===== config.mk =====
export PLATFORM = sky130hd
export DESIGN_NAME = spi_receiver_flat
export DESIGN_NICKNAME = d
export VERILOG_FILES = /design/src/rtl/spi_receiver_if.sv /design/src/rtl/spi_receiver.sv /design/src/flat_wrapper.sv
export SDC_FILE = /design/constraint.sdc
export NUM_CORES = 1
export LEC_CHECK = 0
export ABC_AREA = 1
export CAP_MARGIN = 20
export CORE_MARGIN = 8
export CORE_UTILIZATION = 56
export CTS_CLUSTER_SIZE = 40
export DETAILED_ROUTE_END_ITERATION = 8
export PLACE_DENSITY_LB_ADDON = 0.15
export SKIP_LAST_GASP = 1
export SYNTH_ARGS = -nofsm -noshare
export SYNTH_HDL_FRONTEND = slang
export SYNTH_SLANG_ARGS = --single-unit

===== constraint.sdc =====
create_clock -name clk -period 2.6 [get_ports clk]
set_input_delay 0.26 -clock clk [delete_from_list [all_inputs] [get_ports clk]]
set_output_delay 0.26 -clock clk [all_outputs]
set_load 0.005 [all_outputs]

===== src/rtl/spi_receiver_if.sv =====
// Consumer-side bus of the SPI receiver: received byte, valid/ack handshake and status flags.
interface spi_receiver_if #(
  parameter int DATA_WIDTH = 8
);
  logic [DATA_WIDTH-1:0] rx_data;
  logic                  data_hazir;
  logic                  data_al;
  logic                  overrun;
  logic                  frame_error;
  logic [7:0]            byte_count;

  modport master (
    output rx_data, data_hazir, overrun, frame_error, byte_count,
    input  data_al
  );

  modport slave (
    input  rx_data, data_hazir, overrun, frame_error, byte_count,
    output data_al
  );
endinterface


===== src/rtl/spi_receiver.sv =====
// SPI slave receiver (CPOL=0/CPHA=0, MSB first): oversamples the SPI pins, shifts bytes in, and
// presents each byte with a valid/ack handshake; data_hazir rises SYNC_STAGES+1 clk after the last pin edge.
module spi_receiver #(
  parameter int SYNC_STAGES = 2,
  parameter int DATA_WIDTH  = 8
) (
  input  logic            clk,
  input  logic            reset,
  input  logic            spi_clk,
  input  logic            spi_ce,
  input  logic            spi_data_in,
  spi_receiver_if.master  rx
);
  localparam int            CW   = $clog2(DATA_WIDTH);
  localparam logic [CW-1:0] LAST = CW'(DATA_WIDTH - 1);

  typedef enum logic {IDLE, RECEIVE} state_t;

  logic [SYNC_STAGES-1:0] clk_sync, ce_sync, din_sync, flush;
  logic                   s_clk, s_ce, s_din, s_clk_d, rise;
  logic                   armed, flushed;
  state_t                 state, state_nxt;
  logic [CW-1:0]          cnt;
  logic [DATA_WIDTH-1:0]  shift, new_byte;
  logic                   do_shift, byte_done, ferr_nxt;

  assign s_clk    = clk_sync[SYNC_STAGES-1];
  assign s_ce     = ce_sync[SYNC_STAGES-1];
  assign s_din    = din_sync[SYNC_STAGES-1];
  assign rise     = s_clk & ~s_clk_d;
  assign flushed  = flush[SYNC_STAGES-1];
  assign new_byte = {shift[DATA_WIDTH-2:0], s_din};

  always_ff @(posedge clk or negedge reset) begin
    if (!reset) begin
      clk_sync <= '0;
      ce_sync  <= '1;
      din_sync <= '0;
      s_clk_d  <= 1'b0;
      flush    <= '0;
      armed    <= 1'b0;
    end else begin
      clk_sync <= {clk_sync[SYNC_STAGES-2:0], spi_clk};
      ce_sync  <= {ce_sync[SYNC_STAGES-2:0], spi_ce};
      din_sync <= {din_sync[SYNC_STAGES-2:0], spi_data_in};
      s_clk_d  <= s_clk;
      flush    <= {flush[SYNC_STAGES-2:0], 1'b1};
      // Only a chip-enable seen high after the synchronizers have flushed arms the receiver,
      // so a reset released mid-frame cannot pick up the tail of that frame.
      armed    <= armed | (flushed & s_ce);
    end
  end

  always_ff @(posedge clk or negedge reset) begin
    if (!reset) state <= IDLE;
    else        state <= state_nxt;
  end

  always_comb begin
    state_nxt = state;
    do_shift  = 1'b0;
    ferr_nxt  = 1'b0;
    case (state)
      IDLE: begin
        if (armed && !s_ce) begin
          state_nxt = RECEIVE;
          do_shift  = rise;
        end
      end
      RECEIVE: begin
        if (s_ce) begin
          state_nxt = IDLE;
          ferr_nxt  = (cnt != '0);
        end else begin
          do_shift  = rise;
        end
      end
      default: state_nxt = IDLE;
    endcase
    byte_done = do_shift && (cnt == LAST);
  end

  always_ff @(posedge clk or negedge reset) begin
    if (!reset) begin
      cnt   <= '0;
      shift <= '0;
    end else begin
      if (state_nxt == IDLE)
        cnt <= '0;
      else if (do_shift)
        cnt <= byte_done ? '0 : cnt + 1'b1;
      if (do_shift)
        shift <= new_byte;
    end
  end

  always_ff @(posedge clk or negedge reset) begin
    if (!reset) begin
      rx.rx_data     <= '0;
      rx.data_hazir  <= 1'b0;
      rx.overrun     <= 1'b0;
      rx.frame_error <= 1'b0;
      rx.byte_count  <= '0;
    end else begin
      rx.frame_error <= ferr_nxt;
      if (byte_done) begin
        rx.rx_data    <= new_byte;
        rx.data_hazir <= 1'b1;
        rx.byte_count <= rx.byte_count + 8'd1;
        if (rx.data_hazir && !rx.data_al)
          rx.overrun <= 1'b1;
      end else if (rx.data_al) begin
        rx.data_hazir <= 1'b0;
      end
    end
  end
endmodule


===== src/flat_wrapper.sv =====
// flat-port wrapper written by rule: the top's interface ports become plain ports
module spi_receiver_flat 
#(
  parameter int SYNC_STAGES = 2,
  parameter int DATA_WIDTH  = 8
)
  (clk, reset, spi_clk, spi_ce, spi_data_in, rx_rx_data, rx_data_hazir, rx_overrun, rx_frame_error, rx_byte_count, rx_data_al);
  spi_receiver_if #(.DATA_WIDTH(DATA_WIDTH)) rx_i ();
  input  logic clk;
  input  logic reset;
  input  logic spi_clk;
  input  logic spi_ce;
  input  logic spi_data_in;
  output wire logic [$bits(rx_i.rx_data)-1:0] rx_rx_data;
  output wire logic [$bits(rx_i.data_hazir)-1:0] rx_data_hazir;
  output wire logic [$bits(rx_i.overrun)-1:0] rx_overrun;
  output wire logic [$bits(rx_i.frame_error)-1:0] rx_frame_error;
  output wire logic [$bits(rx_i.byte_count)-1:0] rx_byte_count;
  input wire logic [$bits(rx_i.data_al)-1:0] rx_data_al;
  assign rx_rx_data = rx_i.rx_data;
  assign rx_data_hazir = rx_i.data_hazir;
  assign rx_overrun = rx_i.overrun;
  assign rx_frame_error = rx_i.frame_error;
  assign rx_byte_count = rx_i.byte_count;
  assign rx_i.data_al = rx_data_al;
  spi_receiver #(.SYNC_STAGES(SYNC_STAGES), .DATA_WIDTH(DATA_WIDTH)) u_core (.clk(clk), .reset(reset), .spi_clk(spi_clk), .spi_ce(spi_ce), .spi_data_in(spi_data_in), .rx(rx_i));
endmodule

---- Word level (Yosys, flattened, before mapping) ----
Index checks and enable logic that the tools add are counted.
operators by class
  add/subtract/negate cells ............... 2
  eq/ne operators ......................... 2
  multiplexer cells ....................... 13
  bitwise gates (word level) .............. 5
  reductions and logical operators ........ 8
operator list
  operator             number
  $mux 3               3
  $add 8x1->8 const B  1
  $mux 1               8
  $pmux 1 s2           2
  $add 3x1->3 const B  1
  $eq 3x3->1 const B   1
  $logic_and 1x1->1    3
  $reduce_bool 3->1    1
  $and 1x1->1          2
  $logic_not 1->1      2
  $ne 2x2->1 const B   1
  $not 1->1            2
  $reduce_and 2->1     1
  $reduce_bool 2->1    1
  $or 1x1->1           1
word-level totals
  flip-flop bits (word level) ............. 40
  bits of input ports ..................... 6
  output and inout port bits .............. 19
  logic and storage cells ................. 44

---- Logic depth before layout (Yosys ltp) ----
Gate-level depths: netlist of the first run.
  depth after elaboration ................. 8
  mapped depth ............................ 8
  depth with buffers taken out ............ 7

---- Worst setup path before layout of the first run ----
No wires, ideal clock.
  path type ............................... reg-to-reg
  start ................................... register u_core.cnt[0]
  end ..................................... register u_core.rx.byte_count[2]
  setup time .............................. 0.117 ns
  data arrival time ....................... 1.173 ns
  required time ........................... 2.483 ns
  setup slack ............................. 1.311 ns
  stages on the path, launching flop included .. 8
  path buffers ............................ 1
  period minus slack after synthesis ...... 1.289 ns
  cell sequence ........................... dfrtp_1 -> ha_1 -> ha_1 -> inv_1 -> nor2_4 -> buf_6 -> nand2_1 -> nand2_1
between the ends
  word-level cells in the longest chain between the ends .. 2
RTL lines
  what                      line                   source
  start: declaration        spi_receiver.sv:23     logic [CW-1:0] cnt;
  start signal: assignment  spi_receiver.sv:91     cnt <= byte_done ? '0 : cnt + 1'b1;
  $eq 3x3->1                spi_receiver.sv:80     byte_done = do_shift && (cnt == LAST);
  $logic_and 1x1->1         spi_receiver.sv:80
  end signal: assignment    spi_receiver.sv:109    rx.byte_count <= rx.byte_count + 8'd1;
  end: declaration          spi_receiver_if.sv:13  output rx_data, data_hazir, overrun, frame_error, byte_count,
Every way passes these cells.
A chain may end at the register's enable or synchronous reset.

---- Worst setup path in the final report of the first run ----
  start ................................... register u_core.rx.byte_count[3]
  end ..................................... output rx_byte_count[3]
RTL lines
  what              line                source
  end: declaration  flat_wrapper.sv:18  output wire logic [$bits(rx_i.byte_count)-1:0] rx_byte_count;
No word-level cell between the ends.

==> results of run 1 <==
## flip-flops by register name, summed over array words and instances (netlist names), 2 cells and up
signal and cells:
u_core.cnt 3, u_core.rx.rx_data 8, u_core.rx.byte_count 8, u_core.clk_sync 2
u_core.din_sync 2, u_core.flush 2, u_core.ce_sync 2, u_core.shift 7
## cell type report
cell class                      instances  area [um^2]  area share
Sequential cell                        40         1000       0.511
Inverter                               19         71.3      0.0363
Tap cell                               31         38.8      0.0197
Clock buffer                            6         41.3      0.0210
Clock inverter                          2         35.0      0.0178
Timing Repair Buffer                   24          235       0.120
Multi-Input combinational cell        117          541       0.275
## per-stage QoR
stage / hold slack [ns] / utilization / instances / power (mW) / setup slack [ns]
after floorplan: -0.0356 / - / 179 / 0.725 / 1.31
after global placement: 0.333 / 0.679 / 231 / 0.752 / 1.23
after detailed placement: 0.342 / 0.679 / 231 / 0.755 / 1.16
after CTS: 0.0298 / 0.707 / 239 / 1.15 / 0.972
after global routing: 0.0785 / 0.707 / 239 / 1.19 / 0.909
final: 0.00703 / 0.707 / 239 / 1.14 / 0.989
## cells by family (layout without fill, tap and decap cells)
| group | count (synthesis) | after routing | share of synthesized area |
|---|---|---|---|
| flops | 40 | 40 | 0.610 |
| xor+xnor | 1 | 1 | 0.00532 |
| simple gates | 100 | 100 | 0.256 |
| compound gates | 11 | 11 | 0.0350 |
| other cells | 1 | 1 | 0.00228 |
| buf+inv | 22 | 51 | 0.0616 |
| fa+ha+maj | 4 | 4 | 0.0304 |
## worst max-delay path by stage
stage	cells past startpoint	from	slack, ns	end
after global placement	6	u_core.cnt[0]	1.23	u_core.rx.byte_count[4]
after floorplan	7	u_core.cnt[0]	1.31	u_core.rx.byte_count[2]
final	1	u_core.rx.byte_count[3]	0.99	rx_byte_count[3]
after detailed placement	6	u_core.cnt[1]	1.16	u_core.rx.byte_count[4]
after global routing	1	u_core.rx.byte_count[3]	0.91	rx_byte_count[3]
after CTS	1	u_core.rx.byte_count[3]	0.97	rx_byte_count[3]
## where the power goes
group	internal, mW	switching, mW
clock	0.202	0.194
combinational	0.0228	0.0366
sequential	0.660	0.0218
total	0.884	0.252
## cells in the mapped netlist, drive strengths merged
cell / count / area [um^2]
conb: 1 / 3.75
dfrtp: 38 / 951
buf: 3 / 30.0
inv: 19 / 71.3
nand2: 85 / 329
xor2: 1 / 8.76
a211oi: 1 / 7.51
nand3: 6 / 42.5
ha: 4 / 50.1
o21ai: 10 / 50.1
nor2: 9 / 48.8
dfstp: 2 / 52.6
## cell usage in the layout, fill, tap and decap left out, drive strengths merged
cell type and count:
a211oi 1, clkinv 1, nand3 6, nand2 85, o21ai 10, dfrtp 38
nor2 9, ha 4, buf 1, conb 1, inv 19, bufinv 1
clkbuf 6, clkdlybuf4s50 23, xor2 1, dfstp 2
## layer usage
layer  routed length (um)  vias to the layer above
met1                 1270                      549
li1                     -                      596
met4                   40                        0
met3                  170                        6
met2                 1370                       21
met5                    0                        -
==> flow_summary_export.csv, run 1 <==
group,metric,value,unit
global_route,busiest_layer,"met2",
power_and_ir_drop,p_leak,1.03,nW
final_layout,nFillCells,226,
setup_path,worstReg2RegEnd,"u_core.rx.byte_count[4]",
routing,dr.pass1.iters,4,
timing,min_period_over_period,0.620,
routing,num_vias,1172,
routing,wire_per_inst,11.9,um
clock_network,ctsResizeCount,0,
global_route,grt_pass1_vias,1204,
power_and_ir_drop,powerDensity,578,nW/um^2
global_route,grt.met2_usage,0.213,
status,outcome,"completed",
setup_path,startpoint_type,"flop",
logic_synthesis,syn_area_per_cell,9.19,um^2
clock_network,path_clk_slew,0.12,ns
global_route,antenna_found_initial,0,
clock_network,clk_latency,0.35,ns
setup_path,cpPeakStageDelay,0.54,ns
global_route,grtUsageTotal,0.127,
clock_network,post_cts_buffers,0,
logic_synthesis,syn_inst,179,
timing,relSlewSlack,0.428,
final_layout,area_delta_synth_final,19.5,%
final_layout,nets,217,
final_layout,final_area,1970,um^2
logic_synthesis,yosys_warnings,0,
routing,wirelength,2.85,mm
setup_path,critPathArrivalTime,1.35,ns
logic_synthesis,synth_nets,189,
placement,io_buffers,24,
logic_synthesis,synth-seq-cells,40,
setup_path,cp_cell_sequence,"clkdlybuf4s50_1",
timing,finalCriticalPeriod,1.61,ns
floorplan,dieHeight,70.2,um
setup_path,critPathMaxFanout,6,
logic_synthesis,ys_seq_area_frac,0.610,
timing,max_freq,621,MHz
placement,dp_hpwl,1.99,mm
setup_path,crit_family,"buffers and inverters",
clock_network,cts_hold_buf,0,
final_layout,antennaDiodeCount,0,
timing,fin_skew,0.0126,ns
setup_path,end_kind,"primary output",
logic_synthesis,synth.distinct_cells,18,
global_route,grt_pass1_wl,5.13,mm
global_route,grt-ovfl-total,0,
clock_network,cts.sinks,40,
floorplan,core,2780,um^2
timing,slew_violations,0,
setup_path,crit_required,2.34,ns
global_route,gr-usage-met3,0.0593,
clock_network,numCtsBuffers,5,
timing,fin_tns_setup,0,ns
floorplan,io_pins,25,
placement,place.gp.congestion,0.764,
global_route,grt_max_degree,41,
logic_synthesis,syn_area,1650,um^2
setup_path,r2r-start,"u_core.cnt[0]",
routing,ant_nets,0,
clock_network,clk_root_buffer_cell,"clkbuf_4",
setup_path,critical_path_class,"reg2out",
floorplan,initial_core_util,0.592,
placement,placed_cell_area,1890,um^2
timing,hold_viol_final,0,
timing,worst_pin_slew,0.858,ns
clock_network,clk_path_buf_depth,2,
setup_path,crit_slowest_cell,"clkdlybuf4s50_1",
routing,drc,0,
clock_network,ctsHtreeMaxLevel,2,
routing,vias_per_cell,4.90,
final_layout,drive_above_1_share,0.0769,
clock_network,cts_tree,"yes",
floorplan,die_w,70.2,um
floorplan,fp-row-count,19,
power_and_ir_drop,vdd_drop_max,0.000452,V
setup_path,r2r_cells,6,
global_route,met1_usage,0.135,
run,maxCapViolations,0,
timing,setup_viol,0,
min_path,hold_class,"in2async",
timing,rsz0062_at_grt,"no",
floorplan,dieArea,4930,um^2
setup_path,cp.buffers_inverters,1,
routing,first_iter_violations,90,
setup_path,r2r_slack,1.16,ns
Note: power is estimated with default switching activity, not from simulation.
==> inputs of run 2 (changes only) <==
CORE_UTILIZATION = 52   (was 56)
clock period = 1.5 ns   (was 2.6 ns; I/O delays follow)
==> run 2 against run 1 <==
  * Via count rose by 3.8%
  * Critical endpoint is now rx_byte_count[6]
  * Flip-flop and latch count did not move
  * Routed wire length rose by 8.3%
  * Count of clock-buffer cells in the layout up 2
  * Setup slack got worse by 0.93 ns
  * Cell count is 8.4% higher
  * Hold slack gained 0.20 ns
  * Clock power grew 40%
  * Critical path type unchanged
==> flow_summary_export.csv, run 2 (synthesis gave the netlist of run 1 again) <==
group,metric,value,unit
status,outcome,"completed",
setup_path,crit_family,"buffers and inverters",
clock_network,clk_latency,0.35,ns
global_route,grt_pass1_vias,1235,
global_route,grt_max_degree,18,
timing,fin_tns_setup,0,ns
power_and_ir_drop,share_comb_of_total_power,0.061,
timing,finalCriticalPeriod,1.44,ns
clock_network,cts.sinks,40,
routing,dr.pass1.iters,4,
placement,place_ws,0.0451,ns
global_route,grt_pass1_wl,5.33,mm
timing,rsz0062_at_grt,"no",
setup_path,critical_path_class,"reg2out",
clock_network,path_clk_slew,0.11,ns
final_layout,drive_above_1_share,0.116,
power_and_ir_drop,powerDensity,907,nW/um^2
clock_network,numCtsBuffers,5,
setup_path,critPathArrivalTime,1.29,ns
timing,hold_viol_final,0,
power_and_ir_drop,p_leak,1.08,nW
final_layout,area_delta_synth_final,24.0,%
final_layout,nFillCells,246,
global_route,busiest_layer,"met2",
floorplan,core,3030,um^2
power_and_ir_drop,p_int,1.42,mW
final_layout,utilization,0.674,
clock_network,cts_tree,"yes",
power_and_ir_drop,vdd_drop_max,0.000865,V
setup_path,cp_cell_sequence,"clkdlybuf4s50_1",
run,maxCapViolations,0,
timing,min_period_over_period,0.960,
timing,fin_skew,0.0101,ns
setup_path,critPathMaxFanout,5,
global_route,met1_usage,0.139,
routing,vias_per_cell,4.70,
power_and_ir_drop,p_clk_frac,0.299,
clock_network,ctsHtreeMaxLevel,2,
global_route,gr-usage-met3,0.0565,
timing,setup_viol,0,
floorplan,io_pins,25,
final_layout,top_regs,"u_core.rx.byte_count x8, u_core.rx.rx_data x8, u_core.shift x7",
final_layout,nets,224,
setup_path,crit_slowest_cell,"clkdlybuf4s50_1",
clock_network,clk_path_buf_depth,2,
global_route,grt.met2_usage,0.218,
floorplan,fp-row-count,20,
min_path,hold_class,"in2async",
global_route,grtUsageTotal,0.130,
setup_path,cpPeakStageDelay,0.53,ns
timing,setup_ws,0.0599,ns
power_and_ir_drop,swShare,0.232,
floorplan,dieArea,5220,um^2
power_and_ir_drop,power,1.85,mW
setup_path,cp.buffers_inverters,1,
final_layout,final_common_cell,"nand2_1",
routing,drc,0,
routing,ant_nets,0,
placement,place.gp.congestion,0.733,
timing,max_freq,694,MHz
global_route,grt-ovfl-total,0,
routing,num_vias,1217,
floorplan,dieHeight,72.3,um
final_layout,antennaDiodeCount,0,
setup_path,end_kind,"primary output",
power_and_ir_drop,p_sw,0.430,mW
clock_network,clk_root_buffer_cell,"clkbuf_4",
placement,dp_hpwl,2.24,mm
final_layout,final_cell_mix,"nand2_1, dfrtp_1, clkdlybuf4s50_1, inv_1, o21ai_0",
floorplan,die_w,72.3,um
floorplan,initial_core_util,0.543,
global_route,antenna_found_initial,0,
routing,wire_per_inst,11.9,um
timing,slew_violations,0,
placement,io_buffers,24,
routing,wirelength,3.08,mm
setup_path,startpoint_type,"flop",
routing,first_iter_violations,92,
setup_path,crit_required,1.35,ns
power_and_ir_drop,sequentialPowerShare,0.639,
==> run 2: cell types whose count changed in the layout (fill, tap and decap cells not counted) <==
| cell | previous run | this run |
|---|---|---|
| buf_4 | 0 | 5 |
| dfrtp_1 | 38 | 34 |
| dfrtp_2 | 0 | 4 |
| buf_12 | 0 | 1 |
| bufinv_16 | 1 | 0 |
| clkbuf_1 | 1 | 2 |
| clkbuf_8 | 0 | 1 |
| clkdlybuf4s50_1 | 23 | 22 |
| clkinv_2 | 1 | 0 |
| dlygate4sd3_1 | 0 | 1 |
| dlymetal6s2s_1 | 0 | 1 |
==> run 2: metal layers <==
metal / part of all wire / routed length [um]
met5: 0 / 0
met4: 0.0055 / 17
met3: 0.058 / 179
met2: 0.50 / 1540
met1: 0.44 / 1340
==> run 2: final cells by class <==
class	instances	area (um^2)	share of cell area
clock buffer	8	58.8	0.0288
inverter	19	71.3	0.0350
multi-input combinational	117	541	0.265
sequential	40	1010	0.494
tap	44	55.1	0.0270
timing repair buffer	31	305	0.150
==> run 2: final timing paths <==
check                                        startpoint  slack [ns]  cells after the start                 endpoint
worst max-delay path            u_core.rx.byte_count[6]        0.06                      1         rx_byte_count[6]
worst min-delay path                              reset        0.21                      2          u_core.shift[6]
worst max register to register            u_core.cnt[0]        0.08                      7  u_core.rx.byte_count[6]
worst min register to register        u_core.ce_sync[0]        0.36                      0        u_core.ce_sync[1]
max in group asynchronous                         reset        0.71                      3        u_core.ce_sync[0]
min in group clk                                 spi_ce        0.21                      1        u_core.ce_sync[0]
==> run 2: power groups by stage <==
| stage | logic (mW) | clock network (mW) | registers [mW] |
|---|---|---|---|
| 3_3_place_gp | 0.107 | 0 | 1.20 |
| 5_1_grt | 0.131 | 0.607 | 1.19 |
| 6_report | 0.113 | 0.554 | 1.18 |
| 4_1_cts | 0.117 | 0.571 | 1.18 |
| 2_1_floorplan | 0.0612 | 0 | 1.20 |
| 3_5_place_dp | 0.114 | 0 | 1.20 |
==> run 2: stage by stage <==
stage / area (um^2) / std cells / hold WS [ns]
2_1_floorplan: 1650 / 179 / -0.146
3_3_place_gp: 1920 / 246 / 0.0601
3_5_place_dp: 1920 / 246 / 0.0650
4_1_cts: 2000 / 256 / 0.204
5_1_grt: 2040 / 259 / 0.190
6_report: 2040 / 259 / 0.209
==> run 2: repair_timing <==
action                                  in CTS  in global routing
hold buffers                                 1                  0
gates resized for setup                      0                  5
buffers inserted                             1                  3
pin swaps                                    0                  1
hold endpoints to repair                    13                  0
endpoints found under the setup margin       1                 22
==> inputs of run 3 (changes only) <==
ABC_AREA = 0   (was 1)
==> run 3 against run 2 <==
  * The flow now finishes with violations (negative setup slack)
  * Cell count shrank 28%
  * Synthesized cell count shrank 40%
  * Flip-flop and latch count is the same
  * First-iteration DRC count shrank 47%
  * Combinational power grew 47%
  * Total power grew 6.5%
  * Via count shrank 23%
  * Sequential share of layout area shrank 2.8 points
  * Global-route usage shrank 1.1 points
  * Routed wire length shrank 10%
  * Largest cell class unchanged
  * Largest power group unchanged
==> flow_summary_export.csv, run 3 <==
group,metric,value,unit
global_route,grt_pass1_wl,4.72,mm
final_layout,drive_above_1_share,0.359,
global_route,antenna_found_initial,0,
final_layout,ff_latch_area,1000,um^2
setup_path,critical_path_class,"reg2reg",
placement,placed_cell_area,1970,um^2
setup_path,startpoint_type,"flop",
timing,setup_ws,-0.0492,ns
logic_synthesis,synth_common_cells,"dfrtp_1, mux2_2, inv_1, xor2_1",
timing,finalCriticalPeriod,1.55,ns
routing,first_iter_violations,49,
floorplan,core,3000,um^2
final_layout,final_common_cell,"dfrtp_1",
timing,setup_viol,10,
logic_synthesis,syn_area,1610,um^2
final_layout,nets,162,
final_layout,area_delta_synth_final,34.0,%
floorplan,initial_core_util,0.535,
clock_network,clk_path_buf_depth,2,
logic_synthesis,synth_top_area_share,0.592,
global_route,grtUsageTotal,0.119,
routing,drc,0,
floorplan,die_w,71.6,um
timing,fin_tns_setup,-0.244,ns
global_route,grt-ovfl-total,0,
clock_network,ctsHtreeMaxLevel,2,
power_and_ir_drop,vdd_drop_max,0.000772,V
timing,max_freq,646,MHz
routing,ant_nets,0,
clock_network,path_clk_slew,0.13,ns
routing,num_vias,939,
routing,dr.pass1.iters,4,
floorplan,dieArea,5120,um^2
floorplan,fp-row-count,20,
status,violations,"negative setup slack",
final_layout,nFillCells,206,
logic_synthesis,ys_async_sr_fraction,1.00,
power_and_ir_drop,powerDensity,916,nW/um^2
logic_synthesis,syn_inst,107,
power_and_ir_drop,p_leak,1.03,nW
routing,wire_per_inst,14.9,um
status,outcome,"complete, but fails checks",
global_route,grt_max_degree,22,
timing,holdWs,0.190,ns
final_layout,final_cell_mix,"dfrtp_1, clkdlybuf4s50_1, buf_4, mux2_4, mux2_2",
final_layout,top_regs,"u_core.rx.byte_count x8, u_core.rx.rx_data x8, u_core.shift x7",
logic_synthesis,synthTopCellsByArea,"dfrtp_1, mux2_2, nor4_4",
clock_network,clk_root_buffer_cell,"clkbuf_4",
logic_synthesis,synth_nets,117,
clock_network,cts_tree,"yes",
placement,dp_hpwl,2.01,mm
setup_path,crit_required,1.75,ns
routing,vias_per_cell,5.05,
logic_synthesis,synthFlopType,"dfrtp_1",
setup_path,critPathMaxFanout,6,
timing,slew_violations,0,
logic_synthesis,synth_most_common_cell,"dfrtp_1",
logic_synthesis,yosys_warnings,0,
final_layout,final_area,2150,um^2
logic_synthesis,synth-seq-cells,40,
logic_synthesis,synth_edf_count,0,
logic_synthesis,synth.distinct_cells,29,
clock_network,cts.sinks,40,
min_path,hold_class,"in2reg",
placement,place.gp.congestion,0.682,
logic_synthesis,syn_area_per_cell,15.0,um^2
run,maxCapViolations,0,
floorplan,dieHeight,71.6,um
logic_synthesis,synth_top_area_cell,"dfrtp_1",
final_layout,multiInputGateArea,617,um^2
clock_network,clk_latency,0.35,ns
timing,fin_skew,0.00951,ns
final_layout,utilization,0.717,
placement,io_buffers,24,
final_layout,antennaDiodeCount,0,
timing,min_period_over_period,1.03,
setup_path,critPathArrivalTime,1.80,ns
floorplan,io_pins,25,
routing,wirelength,2.77,mm
clock_network,numCtsBuffers,5,
global_route,grt_pass1_vias,1010,
logic_synthesis,ys_seq_area_frac,0.625,
timing,rsz0062_at_grt,"yes",
setup_path,end_kind,"flop",
timing,hold_viol_final,0,
-- run 3: cell count changes after synthesis, sizes merged, moves of 4 or more --
cell   previous run  this run
nand3             6         1
o21ai            10         0
nor4              0         4
nand2            85         4
xor2              1         6
inv              19         7
nor2              9         5
mux2              0        16
-- run 3: final cells by class --
type / count / share of cell area
Sequential cell: 40 / 0.466
Tap cell: 33 / 0.0192
Multi-Input combinational cell: 57 / 0.287
Inverter: 7 / 0.0122
Clock inverter: 3 / 0.0110
Timing Repair Buffer: 41 / 0.187
Clock buffer: 5 / 0.0174
-- run 3: where the power goes --
group	switching, mW	leakage [nW]	internal [mW]
Clock	0.377	0.0274	0.184
Sequential	0.0684	0.517	1.18
Combinational	0.0658	0.481	0.0998
Total	0.511	1.03	1.46
-- run 3: cells by family after synthesis --
group	share of synthesized area
compound gates	0.0327
xor+xnor	0.0382
fa+ha+maj	0.0312
buf+inv	0.0312
flops	0.625
mux	0.125
other cells	0.00233
simple gates	0.115
-- run 3: through the flow --
stage / instances / worst slack, ns / power (mW)
after global routing: 186 / -0.122 / 2.05
after CTS: 183 / -0.0153 / 1.98
final: 186 / -0.0492 / 1.97
after detailed placement: 171 / 0.00405 / 1.42
after floorplan: 107 / -0.0383 / 1.34
after global placement: 171 / 0.0461 / 1.41
-- run 3: path summary, 6_finish.rpt --
kind	slack [ns]	to	cells past startpoint	start
max	-0.05	u_core.rx.rx_data[1]	6	u_core.cnt[0]
max reg2reg	-0.05	u_core.rx.rx_data[1]	6	u_core.cnt[0]
min	0.19	u_core.ce_sync[0]	1	spi_ce
max in group asynchronous	0.71	u_core.shift[1]	3	reset
min in group asynchronous	0.26	u_core.shift[5]	2	reset
min reg2reg	0.36	u_core.flush[1]	0	u_core.flush[0]
-- run 3: routing by layer --
metal,track usage,share of wire,vias to the layer above
met2,0.194,0.50,21
met3,0.0474,0.060,7
met5,0,0,-
met4,0.0680,0.021,0
li1,-,-,449
met1,0.130,0.42,462
-- run 3: critical path, cell delays in order, from the launching register on --
cell and delay (ns):
dfrtp_1 0.39, ha_2 0.20, ha_4 0.15, nand3b_4 0.09, nor2_4 0.15, buf_12 0.14
mux2_2 0.32
-- run 3: timing repair --
item | in CTS | in global routing
hold endpoints to repair | 17 | 0
hold buffers | 1 | 0
pin swaps | 2 | 8
buffers inserted | 3 | 2
endpoints found under the setup margin | 8 | 19
cloned | 0 | 1
gates resized for setup | 1 | 11
==> RTL edit 1 (flow settings as in run 1) <==
Add an input register stage for `spi_ce` and `spi_data_in`; this delays them by one clock. The other inputs are not delayed to match.
--- a/src/rtl/spi_receiver.sv
+++ b/src/rtl/spi_receiver.sv
@@ -17,2 +17,10 @@
   typedef enum logic {IDLE, RECEIVE} state_t;
+
+  logic spi_ce_q;
+  logic spi_data_q;
+
+  always_ff @(posedge clk) begin
+    spi_ce_q   <= spi_ce;
+    spi_data_q <= spi_data_in;
+  end
 
@@ -43,4 +51,4 @@
       clk_sync <= {clk_sync[SYNC_STAGES-2:0], spi_clk};
-      ce_sync  <= {ce_sync[SYNC_STAGES-2:0], spi_ce};
-      din_sync <= {din_sync[SYNC_STAGES-2:0], spi_data_in};
+      ce_sync  <= {ce_sync[SYNC_STAGES-2:0], spi_ce_q};
+      din_sync <= {din_sync[SYNC_STAGES-2:0], spi_data_q};
       s_clk_d  <= s_clk;
Behaviour: not the same (a bounded check fails within 10 cycles, from zero or initial values and one cycle with reset low).
==> RTL edit 1 against run 1 <==
- the flow now finishes with violations (negative hold slack)
- setup slack lost 9.1 ps
- synthesized cell count grew 1.1%
- count of clock-buffer cells in the layout unchanged
- total power grew 15%
- wire length is 0.32% higher
- via count grew 1.5%
- combinational power grew 0.8%
- synthesized area rose by 2.4%
- final area is 3.9% higher
- global-route usage grew 0.18 points
- sequential cell count is 2 higher
- critical endpoint is now rx_byte_count[2]
- largest cell class unchanged
==> RTL edit 1: results (changes against run 1) <==
| Metric | Value |
|---|---|
| Outcome | `finished, violations left` |
| Main flop type after synthesis | `dfrtp_1` |
| Global-route wire length before repair | `5.00 mm (-2.6%)` |
| Clock-cell share | `5.45% (+1.6 points)` |
| Multi-input combinational area share | `26.5% (-1.0 points)` |
| Number of diodes | `0 (unchanged)` |
| Routed WL per cell | `11.8 um (-1.3%)` |
| GPL Wtd Cong | `0.772 (+1.1%)` |
| Synth warn | `0 (unchanged)` |
| All-Layer GR Usage | `12.9% (+0.18 points)` |
| Power share of the sequential group | `54.6% (-5.4 points)` |
| Post-synth top cells | `83 x nand2_1, 38 x dfrtp_1, 18 x inv_1` |
| Vias | `1189 (+1.5%)` |
| Hold WS | `-10.7 ps (-17.7 ps)` |
| Drt first-iter violations | `49 (-46%)` |
| WP data arrival | `1360 ps` |
| Layout clock buffer count | `6 (unchanged)` |
| Post-CTS Setup Bufs | `0 (unchanged)` |
| Crit-path max cell delay | `550 ps` |
| Seq cells | `42 (+5.0%)` |
| Delay-heaviest family, CP | `buffers and inverters` |
| Clock group | `534 uW (+35%)` |
| Post-synth ARST share | `95.2% (-4.8 points)` |
| Fraction of layout cells with a size suffix above 1 | `8.10% (+0.40 points)` |
| Max VDD drop | `0.484 mV (+6.9%)` |
| DP HPWL | `2.01 mm (+1.3%)` |
| Buffers on Ports | `24 (unchanged)` |
| Hold Vio Cnt, Final | `14 (+14)` |
| Clk Latency, worst-skew pair | `360 ps` |
| Initial antenna violation count | `0 (unchanged)` |
| Clock tree buffer depth | `2 (unchanged)` |
| Relative slew slack | `44.0% (+1.2 points)` |
| Final net count | `219 (+0.92%)` |
| Mapped Nets | `191 (+1.1%)` |
| Clock Tree Root | `clkbuf_4` |
| Number of iterations in the first detailed-routing pass | `6 (+2)` |
| Ranking of synthesized cells by area | `dfrtp_1 56%, nand2_1 18%, inv_1 4.0%` |
| Clock skew | `14.7 ps (+2.11 ps)` |
| Vias in the first global route | `1105 (-8.2%)` |
| Signal buf overhead | `11.5% (-0.45 points)` |
| PostCTS Resize Cnt | `0 (unchanged)` |
| Multi-input gates | `117 (unchanged)` |
| Fillcell total | `254 (+12%)` |
| Post-synthesis cell type count | `19 (+1)` |
| Sw power | `269 uW (+6.6%)` |
| Clk slew on worst S/H paths | `130 ps` |
| Leak | `0.00107 uW (+3.2%)` |
| Seq/Total Area, Yosys | `61.9% (+0.93 points)` |
| Register Area | `1040 um2 (+4.0%)` |
| Failing checks | `negative hold slack` |
| Regs by FF count | `u_core.rx.byte_count (8), u_core.rx.rx_data (8), u_core.shift (7)` |
| Nonclk buf count | `24 (unchanged)` |
## RTL edit 1: cell count changes in the layout (fill, tap and decap cells not counted)
cell / before / now
dfxtp_1: 0 / 2
clkbuf_8: 0 / 1
clkbuf_1: 1 / 0
clkinv_2: 1 / 0
bufinv_16: 1 / 2
## RTL edit 1: worst register-to-register path: stages (launching register included)
cell,delay [ps]
dfrtp_1,370
ha_1,150
ha_1,210
inv_1,110
nor2_4,340
o21ai_0,150
nand2_1,80
## RTL edit 1: cell families after synthesis
kind of cell / Yosys count / share of synthesized area, %
simple gates: 100 / 24.9
flops: 42 / 61.9
buf+inv: 22 / 6.01
compound gates: 11 / 3.42
fa+ha+maj: 4 / 2.97
xor+xnor: 1 / 0.520
other cells: 1 / 0.223
## RTL edit 1: routing by layer
layer	global-route usage (%)	vias up	wire, um
met5	0	-	0
met4	6.93	0	59
met3	5.93	7	192
met2	19.5	22	1310
met1	14.9	562	1290
li1	-	598	-
## RTL edit 1: through the flow
stage                     cells  total power, uW  cell area (um2)  util (%)  setup WS, ps
after floorplan             181              757             1690         -          1310
after global placement      235              786             1930      65.4          1210
after detailed placement    235              790             1930      65.4          1150
after CTS                   243             1330             2040      69.2           953
after global routing        243             1360             2040      69.2           902
final                       243             1310             2040      69.2           980
## RTL edit 1: worst paths after layout
check / startpoint / to / slack (ps) / cells after the start
worst max-delay path: u_core.rx.byte_count[2] / rx_byte_count[2] / 980 / 1
worst min-delay path: reset / u_core.rx.byte_count[3] / -10 / 1
worst max register to register: u_core.cnt[1] / u_core.rx.byte_count[3] / 1140 / 6
worst min register to register: u_core.spi_ce_q / u_core.ce_sync[0] / 310 / 0
max in group asynchronous: reset / u_core.shift[4] / 2080 / 1
min in group clk: u_core.spi_ce_q / u_core.ce_sync[0] / 310 / 0
==> RTL edit 2 (config.mk and constraints of run 1) <==
Without the edit above. `DATA_WIDTH` is set to 8 in 3 places; all go to 16.
--- a/src/rtl/spi_receiver_if.sv
+++ b/src/rtl/spi_receiver_if.sv
@@ -2,3 +2,3 @@
 interface spi_receiver_if #(
-  parameter int DATA_WIDTH = 8
+  parameter int DATA_WIDTH = 16
 );
--- a/src/rtl/spi_receiver.sv
+++ b/src/rtl/spi_receiver.sv
@@ -4,3 +4,3 @@
   parameter int SYNC_STAGES = 2,
-  parameter int DATA_WIDTH  = 8
+  parameter int DATA_WIDTH  = 16
 ) (
--- a/src/flat_wrapper.sv
+++ b/src/flat_wrapper.sv
@@ -4,3 +4,3 @@
   parameter int SYNC_STAGES = 2,
-  parameter int DATA_WIDTH  = 8
+  parameter int DATA_WIDTH  = 16
 )
Ports: changed (resized rx_rx_data); port bits go from 25 to 33. No check against the original RTL was run, so the function may have changed too.
==> RTL edit 2 against run 1 <==
- combinational power up 48%
- setup slack got worse by 120 ps
- synthesized area increased by 42%
- synthesized cell count is 44% higher
- wire length grew 58%
- die area up 32%
- total power increased by 54%
- sequential cell count grew 17
- final area up 45%
- largest cell class unchanged
- highest routed layer unchanged
==> RTL edit 2: results (changes against run 1) <==
| Metric | Value |
|---|---|
| Buffers on Ports | `32 (+33%)` |
| Synth Area per Inst | `9.10 um2 (-1.0%)` |
| Vias | `1727 (+47%)` |
| Power Dens Cells | `614 nW/um2 (+6.3%)` |
| Sequential cell area share | `50.2% (-0.85 points)` |
| All-Layer GR Usage | `16.1% (+3.5 points)` |
| Place WS | `851 ps (-308 ps)` |
| Leak | `0.00150 uW (+45%)` |
| Regs by FF count | `u_core.rx.rx_data (16), u_core.shift (15), u_core.rx.byte_count (8)` |
| Vias in the first global route | `1799 (+49%)` |
| Clk Latency, worst-skew pair | `320 ps (-30 ps)` |
| Clock tree buffer depth | `2 (unchanged)` |
| Worst-path maximum fanout | `24 (+18)` |
| Delay-heaviest family, CP | `simple AND/OR/NAND/NOR gates` |
| Multi-input combinational area share | `27.4% (-0.070 points)` |
| WP data arrival | `1990 ps (+640 ps)` |
| Seq/Total Area, Yosys | `61.1% (+0.11 points)` |
| Clk slew on worst S/H paths | `60 ps (-60 ps)` |
| CTS Buf Count | `9 (+4)` |
| Drt first-iter violations | `76 (-16%)` |
| Post-synth top cells | `135 x nand2_1, 55 x dfrtp_1, 17 x inv_1` |
| Sw Share | `22.4% (+0.18 points)` |
| Mapped Nets | `266 (+41%)` |
| Crit-path max cell delay | `560 ps (+20 ps)` |
| DP HPWL | `3.11 mm (+57%)` |
| Layout clock buffer count | `14 (+8)` |
| Fillcell total | `314 (+39%)` |
| Post-Route WL | `4.50 mm (+58%)` |
| Sw power | `391 uW (+55%)` |
| H-tree levels | `3 (+1)` |
| Compound-Gate Fraction of Synth Area | `2.89% (-0.61 points)` |
| Outcome | `finished, final reports clean` |
| Number of iterations in the first detailed-routing pass | `4 (unchanged)` |
| Clock-cell share | `5.71% (+1.8 points)` |
| Syn Inst Count | `257 (+44%)` |
| Final Instance Count excl. Fillers | `350 (+46%)` |
| Final net count | `306 (+41%)` |
| Relative slew slack | `58.9% (+16 points)` |
| Clock skew | `10.1 ps (-2.48 ps)` |
| Yosys reg bits | `57 (+43%)` |
| Ranking of synthesized cells by area | `dfrtp_1 59%, nand2_1 22%, inv_1 2.7%` |
| Signal buf overhead | `12.0% (about the same)` |
| Max VDD drop | `0.445 mV (-1.5%)` |
| Clock Tree Root | `clkbuf_8` |
| Dpl cells | `335 (+45%)` |
| Post-Synth Adder-Cell Area | `1.61% (-1.4 points)` |
| Hold/Removal Path Class | `flip-flop to flip-flop` |
| Nonclk buf count | `35 (+46%)` |
| Logic pwr share | `5.0% (-0.2 points)` |
| Largest net degree at the start of global routing | `30 (-27%)` |
| Seq group | `970 uW (+42%)` |
| Fraction of layout cells with a size suffix above 1 | `9.00% (+1.3 points)` |
| CP max stage cell | `nor2_4` |
| GPL Wtd Cong | `0.772 (+1.1%)` |
| Post-DP Area | `2670 um2 (+42%)` |
| Cts hold-fix bufs | `1 (+1)` |
[RTL edit 2: changes by cell type after synthesis, moves of 2 or more]
cell	before	now
dfrtp_1	38	55
nand3_2	0	2
nand2_1	83	135
buf_6	2	4
[RTL edit 2: routing by layer]
layer / vias to the layer above / wire length [um] / GRT usage [%]
met5: - / 0 / 0
met4: 0 / 86 / 8.73
met3: 10 / 137 / 4.02
met2: 23 / 2270 / 27.3
met1: 838 / 2000 / 18.2
li1: 856 / - / -
[RTL edit 2: path summary, 6_finish.rpt]
path / slack [ps] / from / end / cells past startpoint
worst min register to register: 350 / u_core.din_sync[0] / u_core.din_sync[1] / 0
max in group asynchronous: 1390 / reset / u_core.ce_sync[0] / 3
min in group asynchronous: 490 / reset / u_core.shift[3] / 2
worst min-delay path: 350 / u_core.din_sync[0] / u_core.din_sync[1] / 0
worst max-delay path: 870 / u_core.s_clk_d / u_core.rx.byte_count[4] / 5
worst max register to register: 870 / u_core.s_clk_d / u_core.rx.byte_count[4] / 5
